**src/rtl/sndbus_if.sv**
```systemverilog
// sndbus_if: AY-slot snoop signals and local YM chip bus of sndbus_seq
interface sndbus_if #(parameter int NUM_CHIPS = 2);
    logic                 aybdir, aybc1, aybc2, aya8, aya9_n;
    logic [7:0]           ayd_in, ayd_out, d_in, d_out;
    logic                 ayd_oe, d_oe, wr_n, rd_n, a0;
    logic [NUM_CHIPS-1:0] cs_n;
    logic [1:0]           cfg_sel;
    logic                 cfg_stat, cfg_dac, busy, ovf;
    modport slave (
        input  aybdir, aybc1, aybc2, aya8, aya9_n, ayd_in, d_in,
        output ayd_out, ayd_oe, d_out, d_oe, cs_n, wr_n, rd_n, a0,
               cfg_sel, cfg_stat, cfg_dac, busy, ovf
    );
    modport master (
        output aybdir, aybc1, aybc2, aya8, aya9_n, ayd_in, d_in,
        input  ayd_out, ayd_oe, d_out, d_oe, cs_n, wr_n, rd_n, a0,
               cfg_sel, cfg_stat, cfg_dac, busy, ovf
    );
endinterface

```
**src/rtl/sndbus_seq.sv**
```systemverilog
// sndbus_seq: AY-slot bus snooper driving local YM chips through a timed strobe sequencer
module sndbus_seq #(
    parameter int NUM_CHIPS = 2,
    parameter int SETUP_CYC = 3,
    parameter int PULSE_CYC = 8,
    parameter int HOLD_CYC  = 2,
    parameter int RECOV_CYC = 16
) (
    input logic     clk,
    input logic     rst_n,
    sndbus_if.slave bus
);
    typedef enum logic [2:0] {IDLE, SETUP, PULSE, HOLD, RECOV} state_t;
    typedef struct packed {
        logic       rd;
        logic [1:0] chip;
        logic       a0;
        logic [7:0] data;
        logic       tok;
    } req_t;

    localparam logic [7:0] SL = 8'(SETUP_CYC - 1);
    localparam logic [7:0] PL = 8'(PULSE_CYC - 1);
    localparam logic [7:0] HL = 8'(HOLD_CYC - 1);
    localparam logic [7:0] RL = 8'(RECOV_CYC - 1);
    localparam logic [2:0] NC = 3'(NUM_CHIPS);

    // {bdir, bc1, bc2, a8, a9_n}: two synchroniser stages plus one history stage for the stability check
    logic [4:0] s1_q, s2_q, p_q;
    logic       armed_q, armed_d;
    logic [1:0] cfg_sel_q;
    logic       cfg_stat_q, cfg_dac_q, ovf_q, ovf_d;
    state_t     state_q, state_d;
    logic [7:0] cnt_q, cnt_d, lim;
    req_t       cur_q, cur_d, buf_q, buf_d, nreq;
    logic       buf_v_q, buf_v_d;
    logic [7:0] ayd_out_q;
    logic       rd_own_q, rd_own_d, rd_cap_q, rd_cap_d, tok_q;
    logic [1:0] cyc;
    logic       stable, valid, acc, is_cfg, nreq_v, sel_ok, done, act, cap_now;

    assign cyc     = s2_q[4:3];
    assign stable  = s2_q == p_q;
    assign valid   = s2_q[2] & s2_q[1] & ~s2_q[0];
    assign acc     = armed_q & stable & valid & (cyc != 2'b00);
    assign is_cfg  = (cyc == 2'b11) && (bus.ayd_in[7:4] == 4'hF);
    assign nreq_v  = acc & ~is_cfg;
    assign sel_ok  = {1'b0, ~bus.ayd_in[1:0]} < NC;
    assign nreq    = '{rd: cyc == 2'b01, chip: cfg_sel_q,
                       a0: (cyc == 2'b01) ? ~cfg_stat_q : (cyc == 2'b10),
                       data: bus.ayd_in, tok: ~tok_q};
    assign lim     = state_q == SETUP ? SL : state_q == PULSE ? PL : state_q == HOLD ? HL : RL;
    assign done    = cnt_q == lim;
    assign act     = state_q == SETUP || state_q == PULSE || state_q == HOLD;
    assign cap_now = state_q == PULSE && done && cur_q.rd;

    // Re-arm only after the bus has been seen stably inactive, so each cycle is accepted once
    assign armed_d  = acc ? 1'b0 : (stable && cyc == 2'b00) ? 1'b1 : armed_q;
    // Read data goes to the Speccy only for the read belonging to the still-active bus read cycle
    assign rd_own_d = (cyc == 2'b01) & (acc | rd_own_q);
    assign rd_cap_d = rd_own_q & (cyc == 2'b01) & ~acc & (rd_cap_q | (cap_now & cur_q.tok == tok_q));

    // Sequencer next state, request routing into the pending buffer and overflow detection
    always_comb begin
        state_d = state_q;
        cnt_d   = cnt_q + 8'd1;
        cur_d   = cur_q;
        buf_d   = buf_q;
        buf_v_d = buf_v_q;
        ovf_d   = ovf_q;
        case (state_q)
            IDLE: begin
                cnt_d = '0;
                if (buf_v_q) begin
                    state_d = SETUP;
                    cur_d   = buf_q;
                    buf_v_d = nreq_v;
                    buf_d   = nreq_v ? nreq : buf_q;
                end else if (nreq_v) begin
                    state_d = SETUP;
                    cur_d   = nreq;
                end
            end
            SETUP: if (done) begin state_d = PULSE; cnt_d = '0; end
            PULSE: if (done) begin state_d = HOLD; cnt_d = '0; end
            HOLD:  if (done) begin state_d = (RECOV_CYC == 0) ? IDLE : RECOV; cnt_d = '0; end
            RECOV: if (done) begin state_d = IDLE; cnt_d = '0; end
            default: state_d = IDLE;
        endcase
        if (state_q != IDLE && nreq_v) begin
            if (!buf_v_q) begin
                buf_v_d = 1'b1;
                buf_d   = nreq;
            end else begin
                ovf_d = 1'b1;
            end
        end
    end

    // All state registers, including synchroniser, config register and read capture
    always_ff @(posedge clk or negedge rst_n) begin
        if (!rst_n) begin
            s1_q       <= '0;
            s2_q       <= '0;
            p_q        <= '0;
            armed_q    <= 1'b0;
            cfg_sel_q  <= '0;
            cfg_stat_q <= 1'b0;
            cfg_dac_q  <= 1'b0;
            ovf_q      <= 1'b0;
            state_q    <= IDLE;
            cnt_q      <= '0;
            cur_q      <= '0;
            buf_q      <= '0;
            buf_v_q    <= 1'b0;
            ayd_out_q  <= '0;
            rd_own_q   <= 1'b0;
            rd_cap_q   <= 1'b0;
            tok_q      <= 1'b0;
        end else begin
            s1_q     <= {bus.aybdir, bus.aybc1, bus.aybc2, bus.aya8, bus.aya9_n};
            s2_q     <= s1_q;
            p_q      <= s2_q;
            armed_q  <= armed_d;
            ovf_q    <= ovf_d;
            state_q  <= state_d;
            cnt_q    <= cnt_d;
            cur_q    <= cur_d;
            buf_q    <= buf_d;
            buf_v_q  <= buf_v_d;
            rd_own_q <= rd_own_d;
            rd_cap_q <= rd_cap_d;
            if (acc && cyc == 2'b01) tok_q <= ~tok_q;
            if (cap_now) ayd_out_q <= bus.d_in;
            if (acc && is_cfg) begin
                cfg_stat_q <= ~bus.ayd_in[2];
                cfg_dac_q  <= ~bus.ayd_in[3];
                if (sel_ok) cfg_sel_q <= ~bus.ayd_in[1:0];
            end
        end
    end

    for (genvar i = 0; i < NUM_CHIPS; i++) begin : g_cs
        assign bus.cs_n[i] = ~(act && cur_q.chip == 2'(i));
    end

    assign bus.d_oe     = act & ~cur_q.rd;
    assign bus.d_out    = (act & ~cur_q.rd) ? cur_q.data : 8'h00;
    assign bus.wr_n     = ~(state_q == PULSE && !cur_q.rd);
    assign bus.rd_n     = ~(state_q == PULSE && cur_q.rd);
    assign bus.a0       = act & cur_q.a0;
    assign bus.ayd_out  = ayd_out_q;
    assign bus.ayd_oe   = rd_own_q & rd_cap_q;
    assign bus.cfg_sel  = cfg_sel_q;
    assign bus.cfg_stat = cfg_stat_q;
    assign bus.cfg_dac  = cfg_dac_q;
    assign bus.busy     = state_q != IDLE;
    assign bus.ovf      = ovf_q;
endmodule

```
**src/flat_wrapper.sv**
```systemverilog
// flat-port wrapper written by rule: the top's interface ports become plain ports
module sndbus_seq_flat 
#(
    parameter int NUM_CHIPS = 2,
    parameter int SETUP_CYC = 3,
    parameter int PULSE_CYC = 8,
    parameter int HOLD_CYC  = 2,
    parameter int RECOV_CYC = 16
)
  (clk, rst_n, bus_aybdir, bus_aybc1, bus_aybc2, bus_aya8, bus_aya9_n, bus_ayd_in, bus_d_in, bus_ayd_out, bus_ayd_oe, bus_d_out, bus_d_oe, bus_cs_n, bus_wr_n, bus_rd_n, bus_a0, bus_cfg_sel, bus_cfg_stat, bus_cfg_dac, bus_busy, bus_ovf);
  sndbus_if #(.NUM_CHIPS(NUM_CHIPS)) bus_i ();
  input logic clk;
  input logic rst_n;
  input wire logic [$bits(bus_i.aybdir)-1:0] bus_aybdir;
  input wire logic [$bits(bus_i.aybc1)-1:0] bus_aybc1;
  input wire logic [$bits(bus_i.aybc2)-1:0] bus_aybc2;
  input wire logic [$bits(bus_i.aya8)-1:0] bus_aya8;
  input wire logic [$bits(bus_i.aya9_n)-1:0] bus_aya9_n;
  input wire logic [$bits(bus_i.ayd_in)-1:0] bus_ayd_in;
  input wire logic [$bits(bus_i.d_in)-1:0] bus_d_in;
  output wire logic [$bits(bus_i.ayd_out)-1:0] bus_ayd_out;
  output wire logic [$bits(bus_i.ayd_oe)-1:0] bus_ayd_oe;
  output wire logic [$bits(bus_i.d_out)-1:0] bus_d_out;
  output wire logic [$bits(bus_i.d_oe)-1:0] bus_d_oe;
  output wire logic [$bits(bus_i.cs_n)-1:0] bus_cs_n;
  output wire logic [$bits(bus_i.wr_n)-1:0] bus_wr_n;
  output wire logic [$bits(bus_i.rd_n)-1:0] bus_rd_n;
  output wire logic [$bits(bus_i.a0)-1:0] bus_a0;
  output wire logic [$bits(bus_i.cfg_sel)-1:0] bus_cfg_sel;
  output wire logic [$bits(bus_i.cfg_stat)-1:0] bus_cfg_stat;
  output wire logic [$bits(bus_i.cfg_dac)-1:0] bus_cfg_dac;
  output wire logic [$bits(bus_i.busy)-1:0] bus_busy;
  output wire logic [$bits(bus_i.ovf)-1:0] bus_ovf;
  assign bus_i.aybdir = bus_aybdir;
  assign bus_i.aybc1 = bus_aybc1;
  assign bus_i.aybc2 = bus_aybc2;
  assign bus_i.aya8 = bus_aya8;
  assign bus_i.aya9_n = bus_aya9_n;
  assign bus_i.ayd_in = bus_ayd_in;
  assign bus_i.d_in = bus_d_in;
  assign bus_ayd_out = bus_i.ayd_out;
  assign bus_ayd_oe = bus_i.ayd_oe;
  assign bus_d_out = bus_i.d_out;
  assign bus_d_oe = bus_i.d_oe;
  assign bus_cs_n = bus_i.cs_n;
  assign bus_wr_n = bus_i.wr_n;
  assign bus_rd_n = bus_i.rd_n;
  assign bus_a0 = bus_i.a0;
  assign bus_cfg_sel = bus_i.cfg_sel;
  assign bus_cfg_stat = bus_i.cfg_stat;
  assign bus_cfg_dac = bus_i.cfg_dac;
  assign bus_busy = bus_i.busy;
  assign bus_ovf = bus_i.ovf;
  sndbus_seq #(.NUM_CHIPS(NUM_CHIPS), .SETUP_CYC(SETUP_CYC), .PULSE_CYC(PULSE_CYC), .HOLD_CYC(HOLD_CYC), .RECOV_CYC(RECOV_CYC)) u_core (.clk(clk), .rst_n(rst_n), .bus(bus_i));
endmodule
```
**config.mk**
```make
export PLATFORM = sky130hd
export DESIGN_NAME = sndbus_seq_flat
export DESIGN_NICKNAME = d
export VERILOG_FILES = /design/src/rtl/sndbus_if.sv /design/src/rtl/sndbus_seq.sv /design/src/flat_wrapper.sv
export SDC_FILE = /design/constraint.sdc
export NUM_CORES = 1
export LEC_CHECK = 0
export CELL_PAD_IN_SITES_DETAIL_PLACEMENT = 1
export CELL_PAD_IN_SITES_GLOBAL_PLACEMENT = 2
export CORE_ASPECT_RATIO = 0.7
export CORE_MARGIN = 2
export CORE_UTILIZATION = 35
export CTS_CLUSTER_DIAMETER = 150
export DETAILED_ROUTE_END_ITERATION = 7
export PLACE_DENSITY_LB_ADDON = 0.1
export SLEW_MARGIN = 10
export SYNTH_ARGS = -nofsm -noshare
export SYNTH_HDL_FRONTEND = slang
export SYNTH_SLANG_ARGS = --single-unit
```
**constraint.sdc**
```tcl
create_clock -name clk -period 2.5 [get_ports clk]
set_input_delay 0.375 -clock clk [delete_from_list [all_inputs] [get_ports clk]]
set_output_delay 0.375 -clock clk [all_outputs]
set_load 0.01 [all_outputs]
```
==> results.md, run 1 <==
* Status: complete, no violations
* Final hold vios at 0
* Warnings, synthesis at 0
* FF+latch area at 1750 um2
* Die W at 121 um
* Hold Crit Class: reg2reg
* Synthesized net count at about 330
* Critical path depth at 4
* Remaining Overflow, GRT at 0
* Min Hold Slack at 0.350 ns
* Initial antenna violation count at 0
* Global-route wire length before repair at ~14000 um
* Number of H-tree levels at 3
* DRC at 0
* Drt pass-1 iters at 4
* CP startpoint: u_core.state_q[2]$_DFFE_PN0P_
* Via count at 2533
* Leak at a little under 2 nW
* Iter 0 DRT Violations at 101
* Worst Path Arrival at ~2 ns
* Distinct cells, synth at 52
* Fraction of registers with async set/reset at 100%
* Final antenna-violating net count at 0
* CP cell instances: o21bai_2 > buf_4 > or3_1 > clkdlybuf4s50_1
* Setup CP Type: reg2out
* Row cnt at 29
* Num CTS Buffers at 9
* Nets at about 400
* Initial Util at a little over a third
* Slew Viols, Final at 0
* Max Fclk at between 0.4 and 0.5 GHz
* Fill cells at just under 1k
* CP max stage delay at about 0.49 ns
* Die area at 10400 um2
* Yosys top cell area share at 52.4%
* Wire per inst at 17.4 um
* # setup viols final at 0
* Worst-margin pin slew at between 0.5 and 0.6 ns
* Clock skew at roughly 0.0064 ns
* CP Capture Type: primary output
* Largest net degree at the start of global routing at 36
* Area growth syn-to-layout at 30.1%
* Crit share post-route at 95.5%
* Sequential fraction of the synthesis area at between 50% and 60%
* Vias in the first global route at roughly 2.6k
* Syn avg cell area at around 11 um2
* Die Ht at between 80 and 90 um
* Pwr/cell area at approximately 670 nW/um2
* Post-DR vias/cell at between 5 and 6
* Worst Reg-to-Reg Cells at 6
* Clk slew on worst S/H paths at approximately 0.060 ns
* Port bufs at ~50
* Worst skew pair latency at 0.33 ns
* Max Cap Violations at 0
* Clock Path Buffers at 2
* Routed wire length at ~8600 um
* Clock root buffer: clkbuf_16
* Diode count at 0
* Crit-path slowest cell: clkdlybuf4s50_1
* GP Congestion at between 0.7 and 0.8
* Fraction of layout cells with a size suffix above 1 at around 18%
* Post-synth EDFFs at 0
* Worst Hold Depth at 0
* Largest fanout on the critical path at 11
* R2r startpoint: u_core.state_q[0]$_DFFE_PN0P_
* Post-synthesis cell count at between 300 and 400
* Setup TNS at 0 ns
* Synth top area cells: dfrtp_1 (52%), mux2_2 (3.7%), mux2_4 (3.6%)
* Buf/Inv on CP at 2
* Worst EP required at roughly 2.1 ns
* Area of the multi-input gates at around 1400 um2
* R2R Path End: u_core.cnt_q[3]$_DFF_PN0_
* Critical path endpoint: bus_cs_n[0]
* Leading area contributor after synthesis: dfrtp_1
* Worst rel slew slack at ~61%
* Reg2Reg Setup Slack at around 0.23 ns
* Top delay family on crit path: buffers and inverters
* Post-synth top cells: dfrtp_1 (70), inv_1 (20), nand3_1 (18)
* Total GRT Usage at 18.1%
* Crit path time final at around 2.4 ns
* Worst-case vdd ir drop at 396 uV
* Synthesized flop and latch total at 70
* Most common cell in the netlist: dfrtp_1
* DP HPWL at between 6000 and 7000 um
* Core area at between 9000 and 10000 um2
* Startpoint Class: flip-flop
* Ys flop type: dfrtp_1
* RSZ-0062 raised after global routing: false
* TritonCTS clock tree: built
* Clock tree sinks at 70
* Synthesized cell area at 3350 um2
* IO Pins at between 50 and 60
==> routing by layer <==
layer | part of all wire [%] | track usage (%) | vias to the layer above | wire length [um]
li1 | - | - | 1204 | -
met5 | 0 | 0 | - | 0
met4 | 0.97 | 5.71 | 0 | 84
met3 | 3.8 | 4.72 | 8 | 331
met2 | 43 | 26.5 | 43 | 3670
met1 | 53 | 26.2 | 1278 | 4540
==> report_power, final <==
part / internal [mW] / leakage (nW) / switching, mW
combinational: 0.206 / 0.973 / 0.221
sequential: 1.21 / 0.848 / 0.0717
clock: 0.727 / 0.131 / 0.487
total: 2.14 / 1.95 / 0.780
==> how the worst min path moves through the flow <==
stage / startpoint / end / slack [ns]
3_5_place_dp: rst_n / u_core.p_q[1]$_DFF_PN0_ / 0.32
3_3_place_gp: rst_n / u_core.s2_q[0]$_DFF_PN0_ / 0.31
5_1_grt: u_core.s1_q[2]$_DFF_PN0_ / u_core.s2_q[2]$_DFF_PN0_ / 0.36
6_report: u_core.s1_q[2]$_DFF_PN0_ / u_core.s2_q[2]$_DFF_PN0_ / 0.35
2_1_floorplan: rst_n / u_core.armed_q$_DFFE_PN0P_ / 0.08
4_1_cts: u_core.s1_q[2]$_DFF_PN0_ / u_core.s2_q[2]$_DFF_PN0_ / 0.35
==> cells in the final DEF, fill, tap and decap left out, types with 3 or more instances in the layout <==
cell and instances:
o311a_1 4, a21oi_1 11, mux2i_1 5, inv_1 20, clkdlybuf4s50_1 50, mux2_2 11
xor2_1 5, o22a_1 3, clkbuf_16 9, nor3_1 17, dfrtp_1 69, o311ai_0 7
nand3_1 18, nor3b_1 9, and3_1 11, o21ai_0 3, nand2b_1 4, and2_1 4
mux2_4 8, nor2_1 15, clkinvlp_4 3, xnor2_1 8, nand2_1 17, buf_4 17
==> cell families (layout without fill, tap and decap cells) <==
group / after synthesis / count (layout) / share of synthesized area [%]
adders and majority gates: 3 / 3 / 0.972
xor gates and xnor gates: 13 / 13 / 3.40
DFF: 70 / 70 / 52.4
muxes: 24 / 24 / 8.79
AOI/OAI and AO/OA: 43 / 43 / 10.2
buffers and inverters: 43 / 107 / 5.57
and+or+nand+nor: 111 / 111 / 18.7
==> cell type report <==
class	count	share of cell area (%)
Multi-Input combinational cell	194	32.5
Clock buffer	12	5.89
Clock inverter	4	0.719
Inverter	21	1.81
Tap cell	124	3.57
Sequential cell	70	40.3
Timing Repair Buffer	70	15.2
==> stage by stage <==
step / setup WS [ns] / power [mW] / cell area (um2) / util (%) / cells
2_1_floorplan: 0.419 / 1.52 / 3350 / - / 307
6_report: 0.113 / 2.92 / 4350 / 47.4 / 495
5_1_grt: 0.0128 / 3.06 / 4350 / 47.4 / 495
3_5_place_dp: 0.155 / 1.73 / 4040 / 44.0 / 477
4_1_cts: 0.00259 / 2.96 / 4340 / 47.2 / 494
3_3_place_gp: 0.198 / 1.72 / 4040 / 44.0 / 477
==> flip-flops by register name, indices dropped and copies added, names as in the netlist <==
register,count
u_core.buf_q,13
u_core.s2_q,5
u_core.rd_own_q,1
u_core.rd_cap_q,1
u_core.bus.cfg_sel,2
u_core.state_q,3
u_core.buf_v_q,1
u_core.bus.cfg_stat,1
u_core.bus.cfg_dac,1
u_core.bus.ovf,1
u_core.armed_q,1
u_core.cnt_q,8
u_core.s1_q,5
u_core.tok_q,1
u_core.bus.ayd_out,8
u_core.cur_q,13
u_core.p_q,5
==> timing repair <==
item,CTS,global route
buffers inserted,0,1
setup endpoints to repair,0,6
hold buffers,1,0
hold endpoints to repair,14,0
resized for setup,0,3
Power figures use the tool's default switching activity.
==> run 2, diff against run 1 <==
--- a/config.mk
+++ b/config.mk
@@ -9,7 +9,7 @@
 export CELL_PAD_IN_SITES_GLOBAL_PLACEMENT = 2
 export CORE_ASPECT_RATIO = 0.7
 export CORE_MARGIN = 2
-export CORE_UTILIZATION = 35
+export CORE_UTILIZATION = 37
 export CTS_CLUSTER_DIAMETER = 150
 export DETAILED_ROUTE_END_ITERATION = 7
 export PLACE_DENSITY_LB_ADDON = 0.1
==> constraint.sdc (replaced) <==
create_clock -name clk -period 3.1 [get_ports clk]
set_input_delay 0.465 -clock clk [delete_from_list [all_inputs] [get_ports clk]]
set_output_delay 0.465 -clock clk [all_outputs]
set_load 0.01 [all_outputs]
==> run 2 against run 1 <==
- clock-buffer cell count shrank 3
- critical path depth did not move
- largest power group unchanged
- clock skew shrank 0.0016 ns
==> results.md, run 2 (synthesized netlist as in run 1, its figures left out) <==
* Worst-case vdd ir drop at 258 uV (-35%)
* Vias in the first global route at 2664 (+0.72%)
* Reg2Reg Setup Slack at 0.60 ns (+0.37 ns)
* R2r startpoint: u_core.s2_q[4]$_DFF_PN0_
* DRC at 0 (unchanged)
* Status: complete, no violations
* Remaining Overflow, GRT at 0 (unchanged)
* Wire per inst at 17.0 um (-2.6%)
* Via count at 2483 (-2.0%)
* Post-CTS Resized at 0 (unchanged)
* Clock root buffer: clkbuf_16
* Worst-margin pin slew at 0.580 ns (-0.00999 ns)
* Port bufs at 51 (unchanged)
* Fraction of layout cells with a size suffix above 1 at 14.7% (-2.8 points)
* Worst rel slew slack at 61.4% (+0.67 points)
* Most frequent cells in the layout: dfrtp_1 (70), clkdlybuf4s50_1 (50), inv_1 (20)
* Max Fclk at between 0.3 and 0.4 GHz
* Nets at 379 (-2.8%)
* Largest fanout on the critical path at 27 (+16)
* Leak at 1.91 nW (-2.2%)
* CP startpoint: u_core.state_q[0]$_DFFE_PN0P_
* Placed instance count at 464 (-2.7%)
* Crit share post-route at 86.4%
* TritonCTS clock tree: built
* Die W at 118 um (-2.7%)
* Drt pass-1 iters at 4 (unchanged)
* Startpoint Class: flip-flop
* Routed wire length at 8150 um (-5.6%)
* Row cnt at 28 (-3.4%)
* Final Util at 49.4% (+2.0 points)
* Hold Crit Class: in2async
* Fill cells at 951 (-4.2%)
* RSZ-0062 raised after global routing: false
* Clock tree sinks at 70 (unchanged)
* Worst Path Arrival at 2.21 ns (+0.20 ns)
* Area growth syn-to-layout at 27.2%
* Diode count at 0 (unchanged)
* Number of H-tree levels at 3 (unchanged)
* Max Cap Violations at 0 (unchanged)
* GP Congestion at 0.708 (-6.1%)
* DP HPWL at 5650 um (-7.1%)
* Worst EP required at 2.63 ns (+0.51 ns)
* Die Ht at 83.6 um (-2.6%)
* Worst Reg-to-Reg Cells at 5 (-1)
* Regs by FF count: u_core.buf_q (13), u_core.cur_q (13)
* Iter 0 DRT Violations at 106 (+5.0%)
* CP Capture Type: primary output
* Total GRT Usage at 17.8% (-0.30 points)
* Initial antenna violation count at 0 (unchanged)
* Commonest non-fill, non-tap cell in the layout: dfrtp_1
* Crit path time final at roughly 2.7 ns
* Clk slew on worst S/H paths at 0.06 ns (about the same)
* Setup TNS at 0 ns (unchanged)
* Finished Layout Cells at 480 (-3.0%)
* Pwr/cell area at 559 nW/um2 (-17%)
* Final antenna-violating net count at 0 (unchanged)
* Die area at 9830 um2 (-5.2%)
* R2R Path End: u_core.cur_q[12]$_DFFE_PN0P_
* Buffer count from post-CTS setup fixing at 0 (unchanged)
* Setup CP Type: reg2out
* # setup viols final at 0 (unchanged)
* Clock skew at 0.00473 ns (-0.00165 ns)
* Final hold vios at 0 (unchanged)
* Cts hold-fix bufs at 0 (-1)
* Clock Path Buffers at 2 (unchanged)
* Largest net degree at the start of global routing at 43 (+19%)
* Post-DR vias/cell at 5.17 (+1.1%)
* Num CTS Buffers at 9 (unchanged)
* Core area at 8620 um2 (-6.1%)
* Global-route wire length before repair at 13800 um (-4.2%)
* Worst skew pair latency at 0.33 ns (about the same)
* IO Pins at 52 (unchanged)
* Slew Viols, Final at 0 (unchanged)
* Initial Util at 38.8% (+2.4 points)
[run 2: area by class of cell]
| type | count | area [um2] | area share [%] |
|---|---|---|---|
| Tap cell | 120 | 150 | 3.53 |
| Sequential cell | 70 | 1750 | 41.2 |
| Clock inverter | 7 | 75.1 | 1.76 |
| Timing Repair Buffer | 59 | 566 | 13.3 |
| Multi-Input combinational cell | 194 | 1410 | 33.1 |
| Inverter | 21 | 78.8 | 1.85 |
| Clock buffer | 9 | 225 | 5.29 |
[run 2: layer usage]
metal | share of wire (%) | GRT usage [%]
met1 | 50 | 24.8
met2 | 45 | 27.4
met4 | 1.1 | 4.60
met5 | 0 | 0
met3 | 3.7 | 4.99
[run 2: worst max path at each step]
| stage | end | slack (ns) | depth (start not counted) |
|---|---|---|---|
| finish | bus_busy | 0.42 | 4 |
| global route | bus_busy | 0.26 | 4 |
| CTS | bus_busy | 0.39 | 4 |
| detailed placement | u_core.cur_q[12]$_DFFE_PN0P_ | 0.53 | 5 |
| global placement | u_core.buf_v_q$_DFF_PN0_ | 0.60 | 5 |
| floorplan | u_core.bus.ayd_out[0]$_DFFE_PN0P_ | 1.02 | 6 |
[run 2: stage by stage]
stage               area [um2]  power, mW  setup slack, ns  hold slack [ns]
finish                    4250       2.38            0.420           0.0885
global route              4250       2.50            0.262            0.128
CTS                       4250       2.41            0.393           0.0972
detailed placement        3950       1.38            0.528            0.336
global placement          3950       1.37            0.600            0.334
floorplan                 3350       1.23             1.02            0.169
[run 2: critical path: stages (launching register included)]
cell	delay (ns)
dfrtp_1	0.55
nor3_1	0.10
buf_4	0.22
inv_2	0.37
clkdlybuf4s50_1	0.63
[run 2: power breakdown]
part	switching [mW]	internal (mW)	total, mW
clock network	0.391	0.624	1.02
logic	0.173	0.156	0.329
registers	0.0574	0.974	1.03
